File: src/rtl/mem_arbiter.sv
// Two-port (instruction fetch / data) round-robin arbiter in front of a
// single-transaction memory. One transaction in flight; the memory signals
// completion with i_mem_fin, and a stalled memory is aborted after TIMEOUT_CYC
// busy cycles with an error response to the granted port.
module mem_arbiter #(
    parameter int unsigned TIMEOUT_CYC = 16
) (
    input  logic        i_clk,
    input  logic        i_reset_n,
    input  logic        i_if_req,
    input  logic [31:0] i_if_addr,
    input  logic [2:0]  i_if_sel,
    output logic [31:0] o_if_rdata,
    output logic        o_if_ack,
    output logic        o_if_err,
    input  logic        i_d_req,
    input  logic        i_d_we,
    input  logic [31:0] i_d_addr,
    input  logic [31:0] i_d_wdata,
    input  logic [2:0]  i_d_sel,
    output logic [31:0] o_d_rdata,
    output logic        o_d_ack,
    output logic        o_d_err,
    output logic        o_mem_exec,
    output logic        o_mem_we,
    output logic [31:0] o_mem_addr,
    output logic [31:0] o_mem_data,
    output logic [2:0]  o_mem_sel,
    input  logic [31:0] i_mem_data,
    input  logic        i_mem_fin,
    output logic        o_grant_d
);

    localparam int unsigned CW = (TIMEOUT_CYC > 1) ? $clog2(TIMEOUT_CYC) : 1;

    typedef enum logic [1:0] {
        S_IDLE,
        S_BUSY,
        S_RESP
    } state_t;

    state_t        state_q, state_d;
    logic [CW-1:0] cnt_q, cnt_d;
    logic          last_d_q, last_d_d;
    logic          grant_d_q, grant_d_d;
    logic          exec_q, exec_d;
    logic          we_q, we_d;
    logic [31:0]   addr_q, addr_d;
    logic [31:0]   data_q, data_d;
    logic [2:0]    sel_q, sel_d;
    logic [31:0]   if_rdata_q, if_rdata_d;
    logic          if_ack_q, if_ack_d;
    logic          if_err_q, if_err_d;
    logic [31:0]   d_rdata_q, d_rdata_d;
    logic          d_ack_q, d_ack_d;
    logic          d_err_q, d_err_d;
    logic          take;
    logic          pick_d;

    // Next-state and registered-output computation for the arbiter FSM.
    always_comb begin
        state_d    = state_q;
        cnt_d      = cnt_q;
        last_d_d   = last_d_q;
        grant_d_d  = grant_d_q;
        exec_d     = exec_q;
        we_d       = we_q;
        addr_d     = addr_q;
        data_d     = data_q;
        sel_d      = sel_q;
        if_rdata_d = if_rdata_q;
        d_rdata_d  = d_rdata_q;
        if_ack_d   = 1'b0;
        if_err_d   = 1'b0;
        d_ack_d    = 1'b0;
        d_err_d    = 1'b0;
        take       = 1'b0;
        // Data wins unless fetch is also requesting and data won last time.
        pick_d     = i_d_req & (~i_if_req | ~last_d_q);

        case (state_q)
            S_IDLE: begin
                exec_d    = 1'b0;
                grant_d_d = 1'b0;
                take      = i_if_req | i_d_req;
            end
            S_BUSY: begin
                if (i_mem_fin) begin
                    state_d = S_RESP;
                    if (grant_d_q) begin
                        d_ack_d = 1'b1;
                        // Stores keep the previous read data.
                        if (!we_q) begin
                            d_rdata_d = i_mem_data;
                        end
                    end else begin
                        if_ack_d   = 1'b1;
                        if_rdata_d = i_mem_data;
                    end
                end else if (cnt_q == CW'(TIMEOUT_CYC - 1)) begin
                    state_d   = S_IDLE;
                    exec_d    = 1'b0;
                    grant_d_d = 1'b0;
                    if (grant_d_q) begin
                        d_ack_d   = 1'b1;
                        d_err_d   = 1'b1;
                        d_rdata_d = '0;
                    end else begin
                        if_ack_d   = 1'b1;
                        if_err_d   = 1'b1;
                        if_rdata_d = '0;
                    end
                end else begin
                    cnt_d = cnt_q + 1'b1;
                end
            end
            S_RESP: begin
                // One extra exec cycle lets memory drop fin; a pending request
                // is granted here directly so back-to-back costs 4 cycles.
                state_d   = S_IDLE;
                exec_d    = 1'b0;
                grant_d_d = 1'b0;
                take      = i_if_req | i_d_req;
            end
            default: begin
                state_d = S_IDLE;
            end
        endcase

        if (take) begin
            state_d   = S_BUSY;
            exec_d    = 1'b1;
            cnt_d     = '0;
            grant_d_d = pick_d;
            last_d_d  = pick_d;
            we_d      = pick_d & i_d_we;
            addr_d    = pick_d ? i_d_addr : i_if_addr;
            data_d    = pick_d ? i_d_wdata : '0;
            sel_d     = pick_d ? i_d_sel : i_if_sel;
        end
    end

    // State and output registers; reset forces idle with everything cleared.
    always_ff @(posedge i_clk or negedge i_reset_n) begin
        if (!i_reset_n) begin
            state_q    <= S_IDLE;
            cnt_q      <= '0;
            last_d_q   <= 1'b0;
            grant_d_q  <= 1'b0;
            exec_q     <= 1'b0;
            we_q       <= 1'b0;
            addr_q     <= '0;
            data_q     <= '0;
            sel_q      <= '0;
            if_rdata_q <= '0;
            if_ack_q   <= 1'b0;
            if_err_q   <= 1'b0;
            d_rdata_q  <= '0;
            d_ack_q    <= 1'b0;
            d_err_q    <= 1'b0;
        end else begin
            state_q    <= state_d;
            cnt_q      <= cnt_d;
            last_d_q   <= last_d_d;
            grant_d_q  <= grant_d_d;
            exec_q     <= exec_d;
            we_q       <= we_d;
            addr_q     <= addr_d;
            data_q     <= data_d;
            sel_q      <= sel_d;
            if_rdata_q <= if_rdata_d;
            if_ack_q   <= if_ack_d;
            if_err_q   <= if_err_d;
            d_rdata_q  <= d_rdata_d;
            d_ack_q    <= d_ack_d;
            d_err_q    <= d_err_d;
        end
    end

    assign o_mem_exec = exec_q;
    assign o_mem_we   = we_q;
    assign o_mem_addr = addr_q;
    assign o_mem_data = data_q;
    assign o_mem_sel  = sel_q;
    assign o_if_rdata = if_rdata_q;
    assign o_if_ack   = if_ack_q;
    assign o_if_err   = if_err_q;
    assign o_d_rdata  = d_rdata_q;
    assign o_d_ack    = d_ack_q;
    assign o_d_err    = d_err_q;
    assign o_grant_d  = grant_d_q;

endmodule

File: config.mk
export PLATFORM = sky130hd
export DESIGN_NAME = mem_arbiter
export DESIGN_NICKNAME = d
export VERILOG_FILES = /design/src/rtl/mem_arbiter.sv
export SDC_FILE = /design/constraint.sdc
export NUM_CORES = 1
export LEC_CHECK = 0
export BUFFER_PORTS_ARGS = -buffer_cell sky130_fd_sc_hd__buf_2
export CAP_MARGIN = 15
export CORE_MARGIN = 3
export CORE_UTILIZATION = 50
export CTS_BUF_LIST = sky130_fd_sc_hd__clkbuf_16
export CTS_CLUSTER_SIZE = 24
export DETAILED_ROUTE_END_ITERATION = 10
export GPL_TIMING_DRIVEN = 0
export HOLD_SLACK_MARGIN = 0.05
export PLACE_DENSITY = 0.89
export RECOVER_POWER = 100
export REMOVE_ABC_BUFFERS = 1
export SETUP_SLACK_MARGIN = 0.1
export SYNTH_ARGS = -nofsm -noshare
export SYNTH_HDL_FRONTEND = slang
export SYNTH_SLANG_ARGS = --single-unit
File: constraint.sdc
create_clock -name i_clk -period 4.6 [get_ports i_clk]
set_input_delay 0.46 -clock i_clk [delete_from_list [all_inputs] [get_ports i_clk]]
set_output_delay 0.46 -clock i_clk [all_outputs]
set_load 0.02 [all_outputs]
==> results_dict.tcl, run 1 <==
set metrics [dict create \
    vdd_ir_drop_max_v 0.0005511 \
    die_w_um 114.6 \
    num_io_pins 278 \
    start_util_pct 51.46 \
    track_usage_pct 25.04 \
    ctsHtreeMaxLevel 4 \
    synth_cell_types 32 \
    place.gp.congestion 0.8372 \
    crit_top_cell "clkbuf_1" \
    dr.pass1.iters 5 \
    grt_pass1_vias 4818 \
    holdPathStages 2 \
    finalWirelength_um 16810 \
    leakage_nw 3.734 \
    run_status "complete, but fails checks" \
    seqCellArea_um2 3628 \
    total_power_mw 6.059 \
    max_freq_mhz 308.2 \
    path_clk_slew_ns 0.06 \
    setup_viol 0 \
    tightest_slew_ns 2.365 \
    synth.most_common_cell "dfrtp_1" \
    cpLargestDelayFamily "buffers and inverters" \
    ys_top_cells_by_count "dfrtp_1 (145), a22o_1 (126), nand2_1 (44)" \
    final.period_utilization_pct 70.55 \
    end_kind "flip-flop" \
    hpwl_um 11760 \
    synth_cells 466 \
    numCtsBuffers 17 \
    async_flop_share_pct 100.0 \
    drv_cap 4 \
    multi_input_area_um2 2062 \
    ff2ff_path_depth 4 \
    die-area_um2 13140 \
    path_buf_inv 2 \
    antenna_found_initial 0 \
    violations "max-capacitance violations, max-slew violations" \
    reg2reg_to "o_mem_data[4]" \
    grt_pass1_wl_um 25600 \
    cts_tree "built" \
    relSlewSlack_pct -57.97 \
    p_int_mw 3.500 \
    clockBufferDepth 2 \
    worstHoldStart "i_d_wdata[13]" \
    fin_skew_ns 0.004078 \
    route.detailed.drc 0 \
    diodes 0 \
    regToRegStartpoint "last_d_q" \
    cp.arrival_ns 3.53 \
    rrSetupSlack_ns 1.41 \
    ys_warn_count 0 \
    die_height_um 114.6 \
    power_density_nw_per_um2 784.6 \
    sequentialPowerShare_pct 37.8 \
    pwr-share-clk_pct 20.2 \
    worstHoldEndpoint "o_mem_data[13]" \
    slowest_delay_ns 1.24 \
    synthTopCellsByArea "dfrtp_1 (61%), a22o_1 (19%), mux2i_1 (6.3%), o21ai_0 (3.5%), nand2_1 (2.8%)" \
    vias_per_cell 5.759 \
    syn_area_um2 5901 \
    fin_util_pct 67.34 \
    rows 39 \
    cp-start-kind "input port" \
    fillers 866 \
    gr-total-overflow 0 \
    swShare_pct 42.23 \
    comb_power_share_pct 41.9 \
    core_area_um2 11470 \
    wl_per_cell_um 19.01 \
    drive_above_1_share_pct 23.21 \
    cts_sinks 145 \
    startpoint "i_mem_fin" \
    io_buffer_count 277 \
    yosysTopAreaCellShare_pct 61.49 \
    path_cells "clkbuf_1, a31oi_1, or3_1, clkbuf_1, a22o_1" \
    switching_power_mw 2.558 \
    cp.required_ns 4.89 \
    dr_total_vias 5091 \
    clock_latency_ns 0.41 \
    cp_max_fo 40 \
    ant_nets 0 \
    ys_ff_latch 145 \
    drt_iter0_drc 442 \
    syn_avg_cell_area_um2 12.66 \
    cts_setup_buffers 0 \
    grt_max_degree 85 \
    fin_nets 871 \
    hp-class "input port to flip-flop" \
    crit_slowest_cell "clkbuf_1" \
    timing.final.crit_period_ns 3.245 \
    synth.yosys.seq_area_share_pct 61.49 \
    ctsRootBufferMaster "clkbuf_16" \
    synth_edf_count 0 \
    critical_path_class "input port to flip-flop" \
    rsz0062_at_grt "false" \
    finalHoldViolCount 0 \
    synth_area_leader_cell "dfrtp_1" \
    drv_slew 194 \
    ys.flop_type "dfrtp_1" \
    area_delta_synth_final_pct 30.87 \
]
## cell type report
type                    count  share of cell area, %
repair buffers            286                  17.08
clock inverters            13                  1.264
inverters                   3                 0.1458
well taps                 143                  2.317
clock buffers              17                  5.509
flip-flops and latches    145                  46.99
multi-input cells         277                  26.70
## cells by family (layout without fill, tap and decap cells)
group	count (synthesis)	after routing	synth area share (%)
AO/OA/AOI/OAI	175	175	23.24
adder cells (fa/ha/maj)	1	1	0.2120
buffers and inverters	44	319	3.626
flip-flops	145	145	61.49
multiplexers	37	37	6.277
AND/OR/NAND/NOR	64	64	5.153
## sequential cells by signal (all words and copies together) (netlist names)
signal,count
o_mem_data,32
last_d_q,1
o_mem_exec,1
o_d_err,1
o_d_ack,1
state_q,2
o_mem_addr,32
o_if_err,1
o_if_ack,1
o_d_rdata,32
o_grant_d,1
o_mem_we,1
o_mem_sel,3
o_if_rdata,32
cnt_q,4
## how the worst max path moves through the flow
| stage | end | slack, ns | cells after the start |
|---|---|---|---|
| 2_1_floorplan | cnt_q[3] | -0.02 | 3 |
| 3_3_place_gp | cnt_q[3] | -1.67 | 4 |
| 3_5_place_dp | o_mem_data[17] | 1.95 | 4 |
| 4_1_cts | o_d_rdata[1] | 1.99 | 3 |
| 5_1_grt | o_if_rdata[26] | 1.13 | 5 |
| 6_report | o_if_rdata[26] | 1.35 | 5 |
## what timing repair did
action / in CTS / in global routing
gates resized for setup: 0 / 0
hold buffers: 1 / 0
hold endpoints to repair: 22 / 0
## through the flow
| step | area, um^2 | setup slack (ns) | hold slack [ns] | TNS (ns) | instances |
|---|---|---|---|---|---|
| floorplan | 5698 | -0.02388 | 0.1644 | -0.02388 | 425 |
| global placement | 7263 | -1.666 | 0.4586 | -111.30 | 845 |
| detailed placement | 7392 | 1.950 | 0.4653 | 0 | 850 |
| CTS | 7925 | 1.990 | 0.2522 | 0 | 881 |
| global route | 7722 | 1.127 | 0.2525 | 0 | 884 |
| finish | 7722 | 1.355 | 0.2676 | 0 | 884 |
## worst register-to-register path: stages, from the launching register on
cell,delay (ns)
dfrtp_1,0.36
a21bo_1,1.33
nor2_1,0.79
buf_6,0.39
a22o_1,0.20
## power groups by stage
| stage | Sequential (mW) | Combinational (mW) | Clock [mW] |
|---|---|---|---|
| finish | 2.29 | 2.54 | 1.23 |
| global route | 2.37 | 2.73 | 1.31 |
| CTS | 2.30 | 2.68 | 1.25 |
| detailed placement | 2.30 | 2.65 | 0 |
| global placement | 2.26 | 2.56 | 0 |
| floorplan | 2.95 | 0.935 | 0 |
## cell usage in the layout, fill, tap and decap left out, types with 2 or more instances in the layout
| cell type | count |
|---|---|
| clkinvlp_4 | 4 |
| buf_6 | 2 |
| o21ai_0 | 41 |
| clkinv_2 | 2 |
| nand2b_1 | 3 |
| inv_1 | 3 |
| nand2_1 | 44 |
| buf_2 | 137 |
| mux2i_1 | 37 |
| nand3_1 | 4 |
| clkbuf_16 | 17 |
| clkbuf_1 | 142 |
| a31o_2 | 2 |
| a22o_1 | 126 |
| dfrtp_1 | 145 |
| nor3_1 | 3 |
| clkinv_1 | 5 |
## routing by layer
metal	part of all wire [%]	routed length (um)	up-vias	GRT usage (%)
met5	0	0	-	0
met1	38	6326	2486	31.35
met4	2.1	354	0	8.234
met2	50	8488	302	41.99
met3	9.7	1638	30	6.977
li1	-	-	2273	-
(Power assumes the default switching activity.)
==> run 2: changes to the inputs <==
Settings changed: ABC_AREA from default to 1, CORE_UTILIZATION 50 to 47, PLACE_DENSITY 0.89 to 0.84.
Clock period 4.6 ns to 3.15 ns, I/O delays scaled along.
==> run 2 against run 1 <==
Effect of this change:
- the run now ends clean
- critical path depth stayed put
- global-route usage fell by 0.75 points
- hold slack got worse by 0.12 ns
- power rose by 41%
- non-clock buffer count shrank 4
- combinational power is 33% higher
- utilization down 3.2 points
- clock skew rose by 0.0028 ns
- synthesized area up 2.9%
- count of clock-buffer cells in the layout did not move
- via count grew 12%
- register-to-register slack got worse by 0.82 ns
- critical path type is now flip-flop to flip-flop
==> results_dict.tcl, run 2 <==
set metrics [dict create \
    run_status "complete, no violations" \
    worstHoldStart "i_mem_data[31]" \
    regToRegStartpoint "state_q[0]" \
    final_common_cell "nand2_1" \
    clockBufferDepth 2 \
    cts_sinks 145 \
    ys_warn_count 0 \
    max_freq_mhz 391.1 \
    timing.final.crit_period_ns 2.557 \
    crit_slowest_cell "nand3_2" \
    relSlewSlack_pct 10.60 \
    p_int_mw 4.786 \
    synth_cells 681 \
    io_buffer_count 277 \
    synth.yosys.seq_area_share_pct 59.73 \
    end_kind "flip-flop" \
    ctsHtreeMaxLevel 4 \
    dr.pass1.iters 7 \
    ctsRootBufferMaster "clkbuf_16" \
    slowest_delay_ns 0.80 \
    synth_edf_count 0 \
    final_cells 1116 \
    cp.arrival_ns 2.85 \
    comb_power_share_pct 39.5 \
    setup_ws_ns 0.5933 \
    antenna_found_initial 1 \
    synth_cell_types 23 \
    swShare_pct 43.83 \
    grt_pass1_vias 5538 \
    pwr-share-clk_pct 23.1 \
    power_density_nw_per_um2 1079 \
    ys_ff_latch 145 \
    vdd_ir_drop_max_v 0.0004298 \
    total_power_mw 8.521 \
    path_clk_slew_ns 0.06 \
    path_cells "nand2_1, nor2_4, nand3_2, nand2_1, nand2_1" \
    cts_setup_buffers 0 \
    syn_area_um2 6075 \
    drive_above_1_share_pct 18.67 \
    cts_tree "built" \
    final.period_utilization_pct 81.17 \
    leakage_nw 4.076 \
    die_height_um 119.7 \
    hp-class "input port to flip-flop" \
    area_delta_synth_final_pct 29.97 \
    route.detailed.drc 0 \
    synth.most_common_cell "nand2_1" \
    drv_slew 0 \
    ys.flop_type "dfrtp_1" \
    critical_path_class "flip-flop to flip-flop" \
    sequentialPowerShare_pct 37.4 \
    grt_pass1_wl_um 27680 \
    syn_avg_cell_area_um2 8.920 \
    synthTopCellsByArea "dfrtp_1 (60%), nand2_1 (13%), nand3_1 (6.2%), a31oi_1 (3.6%), nand4_1 (3.4%)" \
    hpwl_um 11870 \
    numCtsBuffers 17 \
    worstHoldEndpoint "o_if_rdata[31]" \
    dp.cells 1082 \
    yosysTopAreaCellShare_pct 59.73 \
    wl_per_cell_um 15.73 \
    tightest_slew_ns 1.341 \
    die-area_um2 14320 \
    switching_power_mw 3.734 \
    place.gp.congestion 0.7828 \
    track_usage_pct 24.29 \
    rows 40 \
    rsz0062_at_grt "false" \
    rrSetupSlack_ns 0.59 \
    ys_top_cells_by_count "nand2_1 (216), dfrtp_1 (145), nand3_1 (75)" \
    fin_nets 1077 \
    layout_common_cells "nand2_1 (217), dfrtp_1 (145), clkbuf_1 (138), buf_2 (137), nand3_1 (75)" \
    fin_skew_ns 0.006903 \
    finalHoldViolCount 0 \
    clock_latency_ns 0.41 \
    diodes 0 \
    synth_area_leader_cell "dfrtp_1" \
    start_util_pct 49.34 \
    drt_iter0_drc 584 \
    ant_nets 0 \
    ff2ff_path_depth 5 \
    async_flop_share_pct 100.0 \
    holdPathStages 3 \
    cp-start-kind "flip-flop" \
    finalWirelength_um 17550 \
    dr_total_vias 5723 \
    hold_buffers 1 \
    vias_per_cell 5.128 \
    drv_cap 0 \
    grt_max_degree 99 \
    cp.required_ns 3.44 \
    cp_max_fo 34 \
    die_w_um 119.7 \
    core_area_um2 12310 \
    crit_top_cell "nand2_1" \
    num_io_pins 278 \
    gr-total-overflow 0 \
    reg2reg_to "o_d_rdata[23]" \
    pre_cts_slack_ns 0.2751 \
    cts_resized 0 \
    setup_viol 0 \
]
## run 2: changes by cell type after synthesis, moves of 8 or more
cell / delta
nand3_1: +71
a22o_1: -126
nand4_1: +33
mux2i_1: -37
inv_1: +41
nand2_1: +172
o21ai_0: -8
nor2_1: +39
a31oi_1: +34
## run 2: worst max path at each step
stage	from	to	slack, ns	depth (start not counted)
final	state_q[0]	o_d_rdata[23]	0.59	5
after floorplan	state_q[0]	cnt_q[0]	1.03	4
after detailed placement	i_d_req	o_mem_data[14]	0.28	6
after CTS	last_d_q	o_mem_data[14]	0.48	3
after global placement	i_reset_n	o_mem_data[19]	-0.31	1
after global routing	state_q[0]	o_d_rdata[23]	0.35	5
## run 2: metal layers
metal | up-vias | track usage [%] | share of wire [%] | wire [um]
met2 | 280 | 41.38 | 50 | 8788
li1 | 2741 | - | - | -
met5 | - | 0 | 0.074 | 13
met1 | 2676 | 29.69 | 39 | 6820
met4 | 2 | 8.805 | 1.5 | 264
met3 | 24 | 6.598 | 9.5 | 1663
## run 2: final cells by class
| type | count | area, um^2 |
|---|---|---|
| multi-input cells | 445 | 2041 |
| flip-flops and latches | 145 | 3628 |
| well taps | 168 | 210.2 |
| repair buffers | 282 | 1272 |
| clock inverters | 14 | 148.9 |
| fillers | 1102 | 4417 |
| clock buffers | 17 | 425.4 |
| inverters | 45 | 168.9 |
## run 2: power by group through the flow
stage	clock (mW)	sequential (mW)	combinational (mW)
after detailed placement	0	3.17	3.65
after global placement	0	3.13	3.53
after CTS	2.00	3.16	3.65
after floorplan	0	4.16	1.16
after global routing	2.10	3.29	3.69
final	1.96	3.19	3.37
## run 2: through the flow
stage	TNS (ns)	util [%]	hold WS (ns)	area, um^2
global placement	-51.78	60.47	0.4479	7445
global route	0	64.13	0.1345	7895
CTS	0	65.71	0.1273	8090
detailed placement	0	60.97	0.2815	7506
floorplan	0	-	0.01941	5848
finish	0	64.13	0.1438	7895
## run 2: cells by family (layout without fill, tap and decap cells)
family / after synthesis / count (layout) / synth area share, %
simple gates: 373 / 373 / 26.90
compound gates: 70 / 70 / 6.509
buf+inv: 91 / 358 / 6.509
fa+ha+maj: 1 / 1 / 0.2059
flops: 145 / 145 / 59.73
xor+xnor: 1 / 1 / 0.1442
## run 2: worst max-delay path, delay by kind of cell (launching register included)
| kind | cells | cell delay [ns] |
|---|---|---|
| and+or+nand+nor | 5 | 2.00 |
| DFF | 1 | 0.43 |
==> run 3: changes to the inputs <==
Settings changed: ABC_AREA 1 to 0, CORE_UTILIZATION 47 to 42, PLACE_DENSITY 0.84 to 0.8.
Clock period 3.15 ns to 2.05 ns, I/O delays scaled along.
==> run 3 against run 2 <==
Effect of this change:
- count of clock-buffer cells in the layout stayed put
- die area grew 8.3%
- non-clock buffer count is 63 higher
- critical endpoint is now o_d_rdata[10]
- critical path type unchanged
- sequential share of layout area decreased by 3.1 points
- register-to-register slack worse by 0.41 ns
- largest power group unchanged
==> results_dict.tcl, run 3 (synthesis gave the netlist of run 1 again) <==
set metrics [dict create \
    run_status "complete, no violations" \
    rsz0062_at_grt "false" \
    dr.pass1.iters 4 \
    busiest_layer "met2" \
    cp_max_fo 23 \
    route.detailed.drc 0 \
    cp.required_ns 2.34 \
    gr-total-overflow 0 \
    grt_pass1_vias 5594 \
    relSlewSlack_pct 38.78 \
    setup_viol 0 \
    switching_power_mw 5.918 \
    leakage_nw 4.035 \
    layout_common_cells "dfrtp_1 (145), buf_2 (139), clkbuf_1 (137), a22o_1 (126), dlygate4sd3_1 (61)" \
    fin_nets 930 \
    hpwl_um 12580 \
    ant_nets 0 \
    setup_tns_ns 0 \
    antenna_found_initial 1 \
    grt_max_degree 89 \
    end_kind "flip-flop" \
    vias_per_cell 5.480 \
    total_power_mw 13.94 \
    ctsHtreeMaxLevel 4 \
    place_area_um2 7501 \
    cp-start-kind "flip-flop" \
    path_clk_slew_ns 0.06 \
    drt_iter0_drc 309 \
    drv_cap 0 \
    wl_per_cell_um 19.54 \
    cts_tree "built" \
    setup_ws_ns 0.1823 \
    cp.arrival_ns 2.16 \
    vdd_ir_drop_max_v 0.0007234 \
    track_usage_pct 24.22 \
    finalWirelength_um 19110 \
    grt_use_met3_pct 5.875 \
    comb_power_share_pct 42.5 \
    final.period_utilization_pct 91.11 \
    num_io_pins 278 \
    place.gp.congestion 0.8956 \
    swShare_pct 42.46 \
    pwr-share-clk_pct 20.3 \
    dr_total_vias 5359 \
    fin_skew_ns 0.008205 \
    final_common_cell "dfrtp_1" \
    start_util_pct 43.69 \
    power_density_nw_per_um2 1646 \
    timing.final.crit_period_ns 1.868 \
    numCtsBuffers 17 \
    clockBufferDepth 2 \
    die-area_um2 15510 \
    area_delta_synth_final_pct 43.53 \
    tightest_slew_ns 0.9158 \
    finalHoldViolCount 0 \
    clock_latency_ns 0.41 \
    sequentialPowerShare_pct 37.2 \
    pre_cts_slack_ns -0.3912 \
    dp.cells 885 \
    rows 42 \
    grt_use_met2_pct 41.63 \
    grt_pass1_wl_um 30130 \
    cts_sinks 145 \
    io_buffer_count 277 \
    die_w_um 124.5 \
    critical_path_class "flip-flop to flip-flop" \
    cts_setup_buffers 0 \
    core_area_um2 13510 \
    drv_slew 0 \
    die_height_um 124.5 \
    final_cells 978 \
    ctsRootBufferMaster "clkbuf_16" \
    final_cell_area_um2 8469 \
    max_freq_mhz 535.4 \
    p_int_mw 8.020 \
    use_met1_pct 28.91 \
    drive_above_1_share_pct 23.35 \
    hp-class "input port to flip-flop" \
]
[run 3: changes by cell type in the layout (fill, tap and decap cells not counted), moves of 37 or more]
| cell | before | now |
|---|---|---|
| a22o_1 | 0 | 126 |
| dlygate4sd3_1 | 1 | 61 |
| inv_1 | 46 | 3 |
| mux2i_1 | 0 | 37 |
| nand2_1 | 217 | 44 |
| nand3_1 | 75 | 3 |
| nor2_1 | 39 | 0 |
[run 3: what timing repair did]
action / in CTS / in global routing
endpoints found under the setup margin: 90 / 29
hold buffers: 60 / 1
endpoints found under the hold margin: 116 / 1
pin swaps: 0 / 0
resized for setup: 5 / 1
[run 3: path summary, 6_finish.rpt]
path                            slack, ns  cells past startpoint           start        endpoint
worst max-delay path                 0.18                      4      state_q[0]   o_d_rdata[10]
worst min-delay path                 0.07                      2   i_mem_data[6]   o_if_rdata[6]
worst max register to register       0.18                      4      state_q[0]   o_d_rdata[10]
worst min register to register       0.48                      2  o_mem_addr[22]  o_mem_addr[22]
max in group asynchronous            0.55                      3       i_reset_n  o_mem_addr[13]
min in group asynchronous            0.34                      2       i_reset_n    o_d_rdata[6]
[run 3: cell type report]
class	instances	area (um^2)
clock buffer	17	425.4
tap	176	220.2
timing repair buffer	345	1968
clock inverter	14	117.6
antenna	1	2.502
sequential	145	3628
multi-input combinational	277	2096
inverter	3	11.26
fill	1105	5036
[run 3: critical path: stages, from the launching register on]
cell,delay [ns]
dfrtp_1,0.55
and2b_1,0.28
nand3_2,0.26
clkbuf_4,0.36
a22o_1,0.29
[run 3: routing by layer]
metal | share of wire [%] | vias up
met5 | 0 | -
met4 | 3.6 | 0
met3 | 7.7 | 47
li1 | - | 2391
met2 | 50 | 322
met1 | 39 | 2599
[run 3: power by group through the flow]
stage | sequential (mW) | combinational [mW] | clock [mW]
after floorplan | 6.63 | 2.10 | 0
after global placement | 5.07 | 5.74 | 0
after detailed placement | 5.11 | 6.17 | 0
after CTS | 5.08 | 6.28 | 2.90
after global routing | 5.33 | 6.32 | 3.02
final | 5.18 | 5.93 | 2.83
[run 3: metrics by stage]
stage	util, %	hold WS [ns]
6_report	62.71	0.07453
5_1_grt	62.71	0.06406
4_1_cts	64.13	0.05473
3_5_place_dp	55.54	0.2075
3_3_place_gp	54.09	0.4235
2_1_floorplan	-	-0.09059
